### config.mk
export PLATFORM = sky130hd
export DESIGN_NAME = clock_time_ctrl
export DESIGN_NICKNAME = d
export VERILOG_FILES = /design/src/rtl/clock_pkg.sv /design/src/rtl/bcd_wrap_counter.sv /design/src/rtl/clock_time_ctrl.sv
export SDC_FILE = /design/constraint.sdc
export NUM_CORES = 1
export LEC_CHECK = 0
export BUFFER_PORTS_ARGS = -buffer_cell sky130_fd_sc_hd__buf_2
export CAP_MARGIN = 40
export CELL_PAD_IN_SITES_DETAIL_PLACEMENT = 0
export CELL_PAD_IN_SITES_GLOBAL_PLACEMENT = 2
export CORE_UTILIZATION = 36
export CTS_CLUSTER_SIZE = 25
export DETAILED_ROUTE_END_ITERATION = 8
export PLACE_DENSITY_LB_ADDON = 0.1
export SYNTH_ARGS = -nofsm -noshare
export SYNTH_HDL_FRONTEND = slang
export SYNTH_SLANG_ARGS = --single-unit
### constraint.sdc
create_clock -name clk_27MHz -period 3.2 [get_ports clk_27MHz]
set_clock_uncertainty 0.1 [all_clocks]
set_input_delay 0.16 -clock clk_27MHz [delete_from_list [all_inputs] [get_ports clk_27MHz]]
set_output_delay 0.16 -clock clk_27MHz [all_outputs]
set_load 0.1 [all_outputs]
### src/rtl/clock_pkg.sv
// Shared mode encoding, BCD field limits and the BCD increment helper
// for the digital clock timekeeping block.
package clock_pkg;

   typedef enum logic [1:0] {
      MODE_RUN   = 2'd0,
      MODE_SET_H = 2'd1,
      MODE_SET_M = 2'd2,
      MODE_SET_S = 2'd3
   } mode_e;

   localparam logic [7:0] HOUR_MAX = 8'h23;
   localparam logic [7:0] MIN_MAX  = 8'h59;
   localparam logic [7:0] SEC_MAX  = 8'h59;

   // Next BCD value, wrapping to 00 after max; only legal BCD is produced.
   function automatic logic [7:0] bcd_inc(input logic [7:0] v, input logic [7:0] max);
      logic [7:0] r;
      if (v == max)
         r = 8'h00;
      else if (v[3:0] == 4'd9)
         r = {v[7:4] + 4'd1, 4'd0};
      else
         r = {v[7:4], v[3:0] + 4'd1};
      return r;
   endfunction

endpackage

### src/rtl/bcd_wrap_counter.sv
// Two-digit BCD counter wrapping at MAX; wrap flags the rollover increment
// so a caller can chain the next field.
module bcd_wrap_counter
   import clock_pkg::*;
#(
   parameter logic [7:0] MAX     = 8'h59,
   parameter logic [7:0] RST_VAL = 8'h00
) (
   input  logic       clk,
   input  logic       rst_n,
   input  logic       inc,
   input  logic       load,
   input  logic [7:0] load_val,
   output logic [7:0] value,
   output logic       wrap
);

   logic [7:0] r_val;

   always_ff @(posedge clk or negedge rst_n) begin
      if (!rst_n)
         r_val <= RST_VAL;
      else if (load)
         r_val <= load_val;
      else if (inc)
         r_val <= bcd_inc(r_val, MAX);
   end

   assign value = r_val;
   assign wrap  = inc && (r_val == MAX);

endmodule

### src/rtl/clock_time_ctrl.sv
// Clock timekeeping and set-mode controller: chains the h/m/s BCD counters
// in RUN, steps fields from key_inc in SET states, drives blink and div_clr.
module clock_time_ctrl
   import clock_pkg::*;
#(
   parameter logic [7:0] RST_HOUR = 8'h12,
   parameter logic [7:0] RST_MIN  = 8'h00,
   parameter logic [7:0] RST_SEC  = 8'h00
) (
   input  logic       clk_27MHz,
   input  logic       rst_n,
   input  logic       tick_1hz,
   input  logic       key_mode,
   input  logic       key_inc,
   output logic [7:0] hour_bcd,
   output logic [7:0] min_bcd,
   output logic [7:0] sec_bcd,
   output logic [1:0] mode,
   output logic [2:0] blank,
   output logic       div_clr
);

   mode_e      r_mode, w_mode_nxt;
   logic       r_blink, w_blink_nxt;
   logic [2:0] r_blank, w_blank_nxt;
   logic       r_div_clr, w_div_clr_nxt;

   logic w_run, w_set_inc;
   logic w_sec_inc, w_min_inc, w_hour_inc;
   logic w_sec_wrap, w_min_wrap, w_hour_wrap;

   // A mode key in the same cycle swallows the increment.
   assign w_run     = (r_mode == MODE_RUN);
   assign w_set_inc = key_inc && !key_mode;

   assign w_sec_inc  = w_run ? tick_1hz   : (w_set_inc && r_mode == MODE_SET_S);
   assign w_min_inc  = w_run ? w_sec_wrap : (w_set_inc && r_mode == MODE_SET_M);
   assign w_hour_inc = w_run ? w_min_wrap : (w_set_inc && r_mode == MODE_SET_H);

   bcd_wrap_counter #(.MAX(SEC_MAX), .RST_VAL(RST_SEC)) u_sec (
      .clk(clk_27MHz), .rst_n(rst_n), .inc(w_sec_inc), .load(1'b0),
      .load_val(8'h00), .value(sec_bcd), .wrap(w_sec_wrap)
   );

   bcd_wrap_counter #(.MAX(MIN_MAX), .RST_VAL(RST_MIN)) u_min (
      .clk(clk_27MHz), .rst_n(rst_n), .inc(w_min_inc), .load(1'b0),
      .load_val(8'h00), .value(min_bcd), .wrap(w_min_wrap)
   );

   bcd_wrap_counter #(.MAX(HOUR_MAX), .RST_VAL(RST_HOUR)) u_hour (
      .clk(clk_27MHz), .rst_n(rst_n), .inc(w_hour_inc), .load(1'b0),
      .load_val(8'h00), .value(hour_bcd), .wrap(w_hour_wrap)
   );

   always_ff @(posedge clk_27MHz or negedge rst_n) begin
      if (!rst_n) begin
         r_mode    <= MODE_RUN;
         r_blink   <= 1'b0;
         r_blank   <= 3'b000;
         r_div_clr <= 1'b0;
      end else begin
         r_mode    <= w_mode_nxt;
         r_blink   <= w_blink_nxt;
         r_blank   <= w_blank_nxt;
         r_div_clr <= w_div_clr_nxt;
      end
   end

   always_comb begin
      w_mode_nxt    = r_mode;
      w_blink_nxt   = r_blink;
      w_blank_nxt   = 3'b000;
      w_div_clr_nxt = 1'b0;

      if (key_mode) begin
         unique case (r_mode)
            MODE_RUN:   w_mode_nxt = MODE_SET_H;
            MODE_SET_H: w_mode_nxt = MODE_SET_M;
            MODE_SET_M: w_mode_nxt = MODE_SET_S;
            MODE_SET_S: w_mode_nxt = MODE_RUN;
         endcase
      end

      // Entering any SET state restarts the blink phase visibly lit.
      if (key_mode && r_mode != MODE_SET_S)
         w_blink_nxt = 1'b0;
      else if (tick_1hz)
         w_blink_nxt = !r_blink;

      unique case (w_mode_nxt)
         MODE_SET_H: w_blank_nxt = {w_blink_nxt, 2'b00};
         MODE_SET_M: w_blank_nxt = {1'b0, w_blink_nxt, 1'b0};
         MODE_SET_S: w_blank_nxt = {2'b00, w_blink_nxt};
         default:    w_blank_nxt = 3'b000;
      endcase

      w_div_clr_nxt = key_mode && (r_mode == MODE_SET_S);
   end

   assign mode    = r_mode;
   assign blank   = r_blank;
   assign div_clr = r_div_clr;

   // The hour wrap has no consumer; 23:59:59 simply rolls to 00:00:00.
   logic w_unused;
   assign w_unused = w_hour_wrap;

endmodule

==> results of run 1 <==
## cells by family after synthesis
logic type	count (synthesis)
flops	31
compound gates	37
mux	2
xor+xnor	4
simple gates	62
fa+ha+maj	16
buf+inv	11
## worst max-delay path: cells and delay by family, from the launching register on
kind	cells	cell delay, ns
AO/OA/AOI/OAI	2	0.33
XOR/XNOR	1	0.14
adder cells (fa/ha/maj)	1	0.29
buffers and inverters	2	0.28
flip-flops	1	0.40
AND/OR/NAND/NOR	2	0.79
## final cells by class
cell class,count,area [um2],share of cell area (%)
well taps,52,65.1,3.27
inverters,10,37.5,1.89
multi-input cells,121,820,41.2
clock buffers,8,100,5.03
flip-flops and latches,31,778,39.1
repair buffers,36,188,9.44
## metal layers
layer / track usage (%) / wire [um] / vias to the layer above
li1: - / - / 660
met1: 20.6 / 1710 / 610
met2: 20.7 / 1340 / 38
met3: 4.51 / 156 / 7
met4: 8.00 / 63 / 0
met5: 0 / 0 / -
## cells in the final DEF, fill, tap and decap left out, drive strengths merged, types with 2 or more instances in the layout
cell and n:
nand3b 2, xnor2 2, nor2 11, o31ai 3, xor2 2, nand3 6, buf 35, nand2b 3
and3b 4, dfstp 2, nand2 16, inv 10, a21o 4, ha 16, a21oi 4, clkbuf 8
dfrtp 29, nor3 5, or3 2, mux2 2, or4 3, o21ai 19, and2 3
## worst max-delay path by stage
stage	to	cells past startpoint	slack, ns	from
after floorplan	u_hour.value[7]	7	0.35	mode[0]
after detailed placement	u_hour.value[7]	8	0.78	mode[0]
after CTS	u_hour.value[7]	8	0.78	mode[0]
after global placement	u_hour.value[7]	8	0.89	mode[0]
after global routing	u_hour.value[7]	8	0.62	mode[0]
final	u_hour.value[7]	8	0.77	mode[0]
## per-stage QoR
step                      hold WS [ns]  setup WS [ns]  cell area, um2  utilization, %  cells
final                           0.0614          0.768            1990            45.3    258
after global routing            0.0700          0.623            1990            45.3    258
after CTS                       0.0469          0.783            1990            45.3    258
after detailed placement         0.158          0.782            1880            42.8    249
after global placement           0.147          0.893            1880            42.8    249
after floorplan                 -0.236          0.355            1650               -    163
## state kept, by name (all words and copies together) (netlist names)
register / cells
u_hour.value: 8
u_min.value: 8
u_sec.value: 8
blank: 3
mode: 2
div_clr: 1
r_blink: 1
## timing repair
item / 4_1_cts / 5_1_grt
hold buffers: 1 / 0
hold endpoints to repair: 29 / 0
setup endpoints to repair: 0 / 0
buffers inserted: 0 / 0
==> results_tabular.tex, run 1 <==
\begin{tabular}{lr}
\hline
Metric & Value \\
\hline
\multicolumn{2}{l}{\textbf{STA}} \\
\quad Shortest period the worst path allows & 2.43 ns \\
\quad Sum of negative setup slack & 0 ns \\
\quad Final hold vios & 0 \\
\quad Max Freq & 411 MHz \\
\quad Worst slew slack as a fraction of its limit & 54.1\% \\
\quad Slew Limit Fails & 0 \\
\quad Final worst path period share & 76.0\% \\
\quad RSZ-0062 raised after global routing & no \\
\quad Number of setup violations in the final report & 0 \\
\quad Worst-margin pin slew & 0.689 ns \\
\multicolumn{2}{l}{\textbf{Critical path}} \\
\quad Critical R2R Launch & mode[0] \\
\quad Crit Reg-Reg Endpoint & u\_hour.value[7] \\
\quad Type of element launching the critical path & flop \\
\quad Worst path arrival time & 2.50 ns \\
\quad Crit path cell chain & inv\_1 > ha\_1 > nor3b\_2 > a32oi\_1 > a2bb2oi\_1 > buf\_4 > or4\_1 > xnor2\_1 \\
\quad Worst setup path class & reg -> reg \\
\quad Crit-path slowest cell & or4\_1 \\
\quad Nature of the critical path endpoint & flop \\
\quad Longest individual stage delay on the worst path & 0.52 ns \\
\quad Worst EP required & 3.27 ns \\
\quad Critical path peak fanout & 12 \\
\quad Setup slack on the worst flop-to-flop path & 0.77 ns \\
\quad Number of cells traversed by the worst register-to-register path & 8 \\
\multicolumn{2}{l}{\textbf{Clocking}} \\
\quad Clock network latency to the later pin of the worst-skew pair & 0.29 ns \\
\quad CTS tree & yes \\
\quad Post-cts resize count & 0 \\
\quad Clock buffers created by TritonCTS & 5 \\
\quad Number of levels in the clock H-tree & 2 \\
\quad Clock tree buffer depth & 2 \\
\quad Root Buffer Master & clkbuf\_8 \\
\quad Number of clock sinks & 31 \\
\quad Clock transition at the registers of the reported paths & 0.07 ns \\
\multicolumn{2}{l}{\textbf{Logic synthesis}} \\
\quad Cell Area, Synth & 0.00165 mm2 \\
\quad Seq/Total Area, Yosys & 47.3\% \\
\quad Share of synthesized cell area in full adder, half adder and majority cells & 12.2\% \\
\quad Synth Area in Compound Gates & 13.7\% \\
\quad Async S/R FF share, synth & 100\% \\
\quad Synthesized flop and latch total & 31 \\
\quad Fraction of the mapped netlist area in simple logic gates & 20.4\% \\
\quad Cell type with the highest aggregate area in the netlist & dfrtp\_1 \\
\quad Most instantiated flip-flop cell in the synthesis netlist & dfrtp\_1 \\
\quad Average size of a mapped cell & 10.1 um2 \\
\quad Number of synthesized flops with an enable pin & 0 \\
\quad Area share of the largest cell type after synthesis & 44.1\% \\
\quad Top post-synthesis cells by count & dfrtp\_1 (29), o21ai\_0 (18), ha\_1 (16), nand2\_1 (16), nor2\_1 (11) \\
\quad Yosys Warn Count & 0 \\
\quad Proportion of synthesized area in mux cells & 1.37\% \\
\quad Cell with the most instances after synthesis & dfrtp\_1 \\
\quad Largest family of logic cells by synthesized area & simple AND/OR/NAND/NOR gates \\
\quad Number of distinct library cell variants in the gate-level netlist after synthesis & 38 \\
\quad Top area cells in the synthesized netlist & dfrtp\_1 (44\%), ha\_1 (12\%), o21ai\_0 (5.5\%), nand2\_1 (3.6\%), dfstp\_2 (3.2\%) \\
\quad Synthesized Nets & 184 \\
\quad Post-Synth XOR/XNOR Area & 2.13\% \\
\quad Synthesized instance count & 163 \\
\multicolumn{2}{l}{\textbf{Detailed routing}} \\
\quad Wirelength, routed & 3280 um \\
\quad Vias/cell & 5.10 \\
\quad First DRT Iteration DRCs & 68 \\
\quad Number of design rule violations left after detail routing & 0 \\
\quad Total vias in the final route & 1315 \\
\quad Detailed-router iteration count before antenna repair & 4 \\
\quad Wire length per cell after detailed routing & 12.7 um \\
\quad Remaining number of nets flagged by the antenna check after routing & 0 \\
\multicolumn{2}{l}{\textbf{Placement}} \\
\quad Detailed Place HPWL & 2390 um \\
\quad Routability congestion estimate from global placement & 0.774 \\
\quad IO Port Bufs & 34 \\
\multicolumn{2}{l}{\textbf{Hold path}} \\
\quad Endpoint of the worst hold path & r\_blink \\
\quad Worst hold start & tick\_1hz \\
\quad Worst min-delay path class & in -> reg \\
\quad Number of cells on the worst hold path & 2 \\
\multicolumn{2}{l}{\textbf{Floorplanning}} \\
\quad Row cnt & 24 \\
\quad Vertical die dimension & 69.6 um \\
\quad Overall die width & 69.6 um \\
\quad DIE AREA & 0.00485 mm2 \\
\quad Starting utilization of the core area & 37.6\% \\
\quad Floorplan Core Area & 0.00438 mm2 \\
\quad Number of primary I/O pins & 35 \\
\multicolumn{2}{l}{\textbf{Layout}} \\
\quad Area growth, synth to finish & 20.7\% \\
\quad Layout cell share with drive strength beyond 1 & 24.3\% \\
\quad Antenna diodes & 0 \\
\quad Nets@finish & 226 \\
\quad Fill cell instance count of the final layout & 434 \\
\multicolumn{2}{l}{\textbf{Global routing}} \\
\quad Pin count of the biggest net entering global routing & 32 \\
\quad First-pass GRT wire length & 5550 um \\
\quad Overflow after GRT & 0 \\
\quad Initial antenna violation count & 0 \\
\quad Vias in the first global route & 1191 \\
\quad Overall routing resource usage & 14.9\% \\
\multicolumn{2}{l}{\textbf{Job}} \\
\quad Maximum capacitance violations & 0 \\
\multicolumn{2}{l}{\textbf{Run status}} \\
\quad Outcome & completed \\
\hline
\end{tabular}
Power of run 1 is left out: the tool's default activity adds up to more than one toggle a clock period on the data nets, which glitch-free logic cannot reach.
==> run 2: changes to the inputs <==
ABC_AREA = 1   (was unset)
CORE_UTILIZATION = 32   (was 36)
clock period = 2.5 ns   (was 3.2 ns; I/O delays follow)
==> run 2 against run 1 <==
Effect of this change:
- synthesized cell count increased by 27%
- final cell count increased by 24%
- non-clock buffer count increased by 1
- fmax increased by 23%
- setup slack got worse by 0.24 ns
- wire length increased by 8.9%
- highest routed layer unchanged
- critical path type unchanged
- largest cell class unchanged
- count of clock-buffer cells in the layout unchanged
- worst hold slack improved by 0.046 ns
- via count increased by 5.8%
- core utilization decreased by 4.4 points
- global-route usage decreased by 1.1 points
==> results_tabular.tex, run 2 <==
\begin{tabular}{lr}
\hline
Metric & Value \\
\hline
\multicolumn{2}{l}{\textbf{Clocking}} \\
\quad Number of levels in the clock H-tree & 2 \\
\quad Clock buffers created by TritonCTS & 5 \\
\quad Clock network latency to the later pin of the worst-skew pair & 0.28 ns \\
\quad Post-cts resize count & 0 \\
\quad Number of clock sinks & 31 \\
\quad Clock transition at the registers of the reported paths & 0.06 ns \\
\quad CTS tree & yes \\
\quad Root Buffer Master & clkbuf\_8 \\
\quad Clock tree buffer depth & 2 \\
\multicolumn{2}{l}{\textbf{STA}} \\
\quad RSZ-0062 raised after global routing & no \\
\quad Shortest period the worst path allows & 1.98 ns \\
\quad Sum of negative setup slack & 0 ns \\
\quad Worst-margin pin slew & 0.703 ns \\
\quad Worst slew slack as a fraction of its limit & 53.1\% \\
\quad Number of setup violations in the final report & 0 \\
\quad Final worst path period share & 79.0\% \\
\quad Slew Limit Fails & 0 \\
\quad Max Freq & 506 MHz \\
\quad Final hold vios & 0 \\
\multicolumn{2}{l}{\textbf{Hold path}} \\
\quad Endpoint of the worst hold path & r\_blink \\
\quad Worst hold start & tick\_1hz \\
\quad Worst min-delay path class & in -> reg \\
\quad Number of cells on the worst hold path & 4 \\
\multicolumn{2}{l}{\textbf{Floorplanning}} \\
\quad Floorplan Core Area & 0.00520 mm2 \\
\quad Overall die width & 76.3 um \\
\quad Vertical die dimension & 76.3 um \\
\quad Number of primary I/O pins & 35 \\
\quad DIE AREA & 0.00581 mm2 \\
\quad Row cnt & 26 \\
\quad Starting utilization of the core area & 33.9\% \\
\multicolumn{2}{l}{\textbf{Critical path}} \\
\quad Crit Reg-Reg Endpoint & u\_hour.value[6] \\
\quad Worst EP required & 2.57 ns \\
\quad Worst setup path class & reg -> reg \\
\quad Critical Path Source & mode[1] \\
\quad Type of element launching the critical path & flop \\
\quad Critical path peak fanout & 12 \\
\quad Worst path arrival time & 2.05 ns \\
\quad Nature of the critical path endpoint & flop \\
\quad Number of cells traversed by the worst register-to-register path & 11 \\
\quad Critical R2R Launch & mode[1] \\
\quad Setup slack on the worst flop-to-flop path & 0.52 ns \\
\multicolumn{2}{l}{\textbf{Placement}} \\
\quad Routability congestion estimate from global placement & 0.689 \\
\quad Detailed Place HPWL & 2660 um \\
\quad IO Port Bufs & 34 \\
\multicolumn{2}{l}{\textbf{Global routing}} \\
\quad Initial antenna violation count & 0 \\
\quad Vias in the first global route & 1379 \\
\quad Overall routing resource usage & 13.8\% \\
\quad Pin count of the biggest net entering global routing & 32 \\
\quad Overflow after GRT & 0 \\
\quad First-pass GRT wire length & 6350 um \\
\multicolumn{2}{l}{\textbf{Job}} \\
\quad Maximum capacitance violations & 0 \\
\multicolumn{2}{l}{\textbf{Logic synthesis}} \\
\quad Seq/Total Area, Yosys & 44.1\% \\
\quad Cell with the most instances after synthesis & nand2\_1 \\
\quad Area share of the largest cell type after synthesis & 41.1\% \\
\quad Cell type with the highest aggregate area in the netlist & dfrtp\_1 \\
\quad Number of synthesized flops with an enable pin & 0 \\
\quad Most instantiated flip-flop cell in the synthesis netlist & dfrtp\_1 \\
\quad Yosys Warn Count & 0 \\
\quad Synthesized Nets & 228 \\
\quad Top area cells in the synthesized netlist & dfrtp\_1 (41\%), ha\_1 (11\%), nand2\_1 (9.1\%), nand3\_1 (5.4\%), inv\_1 (5.3\%) \\
\quad Number of distinct library cell variants in the gate-level netlist after synthesis & 26 \\
\quad Synthesized flop and latch total & 31 \\
\quad Synthesized instance count & 207 \\
\quad Async S/R FF share, synth & 100\% \\
\quad Cell Area, Synth & 0.00176 mm2 \\
\quad Top post-synthesis cells by count & nand2\_1 (43), dfrtp\_1 (29), inv\_1 (25) \\
\quad Average size of a mapped cell & 8.52 um2 \\
\multicolumn{2}{l}{\textbf{Detailed routing}} \\
\quad Total vias in the final route & 1391 \\
\quad Detailed-router iteration count before antenna repair & 4 \\
\quad Remaining number of nets flagged by the antenna check after routing & 0 \\
\quad Wirelength, routed & 3570 um \\
\quad Wire length per cell after detailed routing & 11.2 um \\
\quad Number of design rule violations left after detail routing & 0 \\
\quad First DRT Iteration DRCs & 95 \\
\quad Vias/cell & 4.35 \\
\multicolumn{2}{l}{\textbf{Layout}} \\
\quad Nets@finish & 270 \\
\quad Most common cell after layout, fill and taps aside & nand2\_1 \\
\quad Commonest non-fill, non-tap cells in the layout & nand2\_1 (43), buf\_2 (34), dfrtp\_1 (29) \\
\quad Area growth, synth to finish & 20.8\% \\
\quad Layout cell share with drive strength beyond 1 & 24.0\% \\
\quad Antenna diodes & 0 \\
\quad Fill cell instance count of the final layout & 563 \\
\multicolumn{2}{l}{\textbf{Run status}} \\
\quad Outcome & completed \\
\hline
\end{tabular}
==> run 2: critical path, cell delays in order (launching register included) <==
cell	delay [ns]
dfrtp_1	0.42
inv_1	0.10
ha_1	0.22
nand2_2	0.11
clkinv_1	0.06
nand3_1	0.08
nand2_2	0.20
nand2_2	0.10
nand2_2	0.18
nand2_1	0.15
nand2_1	0.09
nand2_1	0.04
==> run 2: cell families (layout without fill, tap and decap cells) <==
group | count (synthesis) | after routing | share of synthesized area (%)
flops | 31 | 31 | 44.1
fa+ha+maj | 16 | 16 | 11.3
buf+inv | 31 | 74 | 7.23
xor+xnor | 9 | 9 | 4.47
compound gates | 21 | 21 | 6.95
mux | 1 | 1 | 0.567
simple gates | 98 | 98 | 25.3
==> run 2: area by class of cell <==
cell class / instances / area (um2) / area share, %
inverters: 29 / 109 / 5.11
well taps: 70 / 87.6 / 4.11
multi-input cells: 145 / 858 / 40.3
flip-flops and latches: 31 / 778 / 36.5
clock buffers: 8 / 100 / 4.70
repair buffers: 37 / 198 / 9.28
==> run 2: worst max path at each step <==
stage / endpoint / cells after the start
2_1_floorplan: u_hour.value[6] / 11
3_3_place_gp: u_hour.value[6] / 11
3_5_place_dp: u_hour.value[6] / 11
4_1_cts: u_hour.value[6] / 11
5_1_grt: u_hour.value[7] / 11
6_report: u_hour.value[6] / 11
==> run 2: metrics by stage <==
stage | hold WS (ns) | std cells | setup WS (ns) | cell area, um2 | util, %
after floorplan | -0.271 | 207 | 0.188 | 1760 | -
after global placement | 0.134 | 310 | 0.572 | 2010 | 38.6
after detailed placement | 0.135 | 310 | 0.507 | 2010 | 38.6
after CTS | 0.0980 | 320 | 0.497 | 2130 | 40.9
after global routing | 0.160 | 320 | 0.284 | 2130 | 40.9
final | 0.107 | 320 | 0.525 | 2130 | 40.9
==> run 2: timing repair <==
action	4_1_cts	5_1_grt
endpoints found under the hold margin	30	0
setup buffers	0	0
hold buffers	2	0
==> run 2: metal layers <==
metal	up-vias	global-route usage, %	routed length (um)
met3	8	4.19	196
met1	613	18.8	1860
met4	0	6.35	69
met5	-	0	0
met2	29	19.9	1450
li1	741	-	-
Power of run 2 is left out for the same reason.
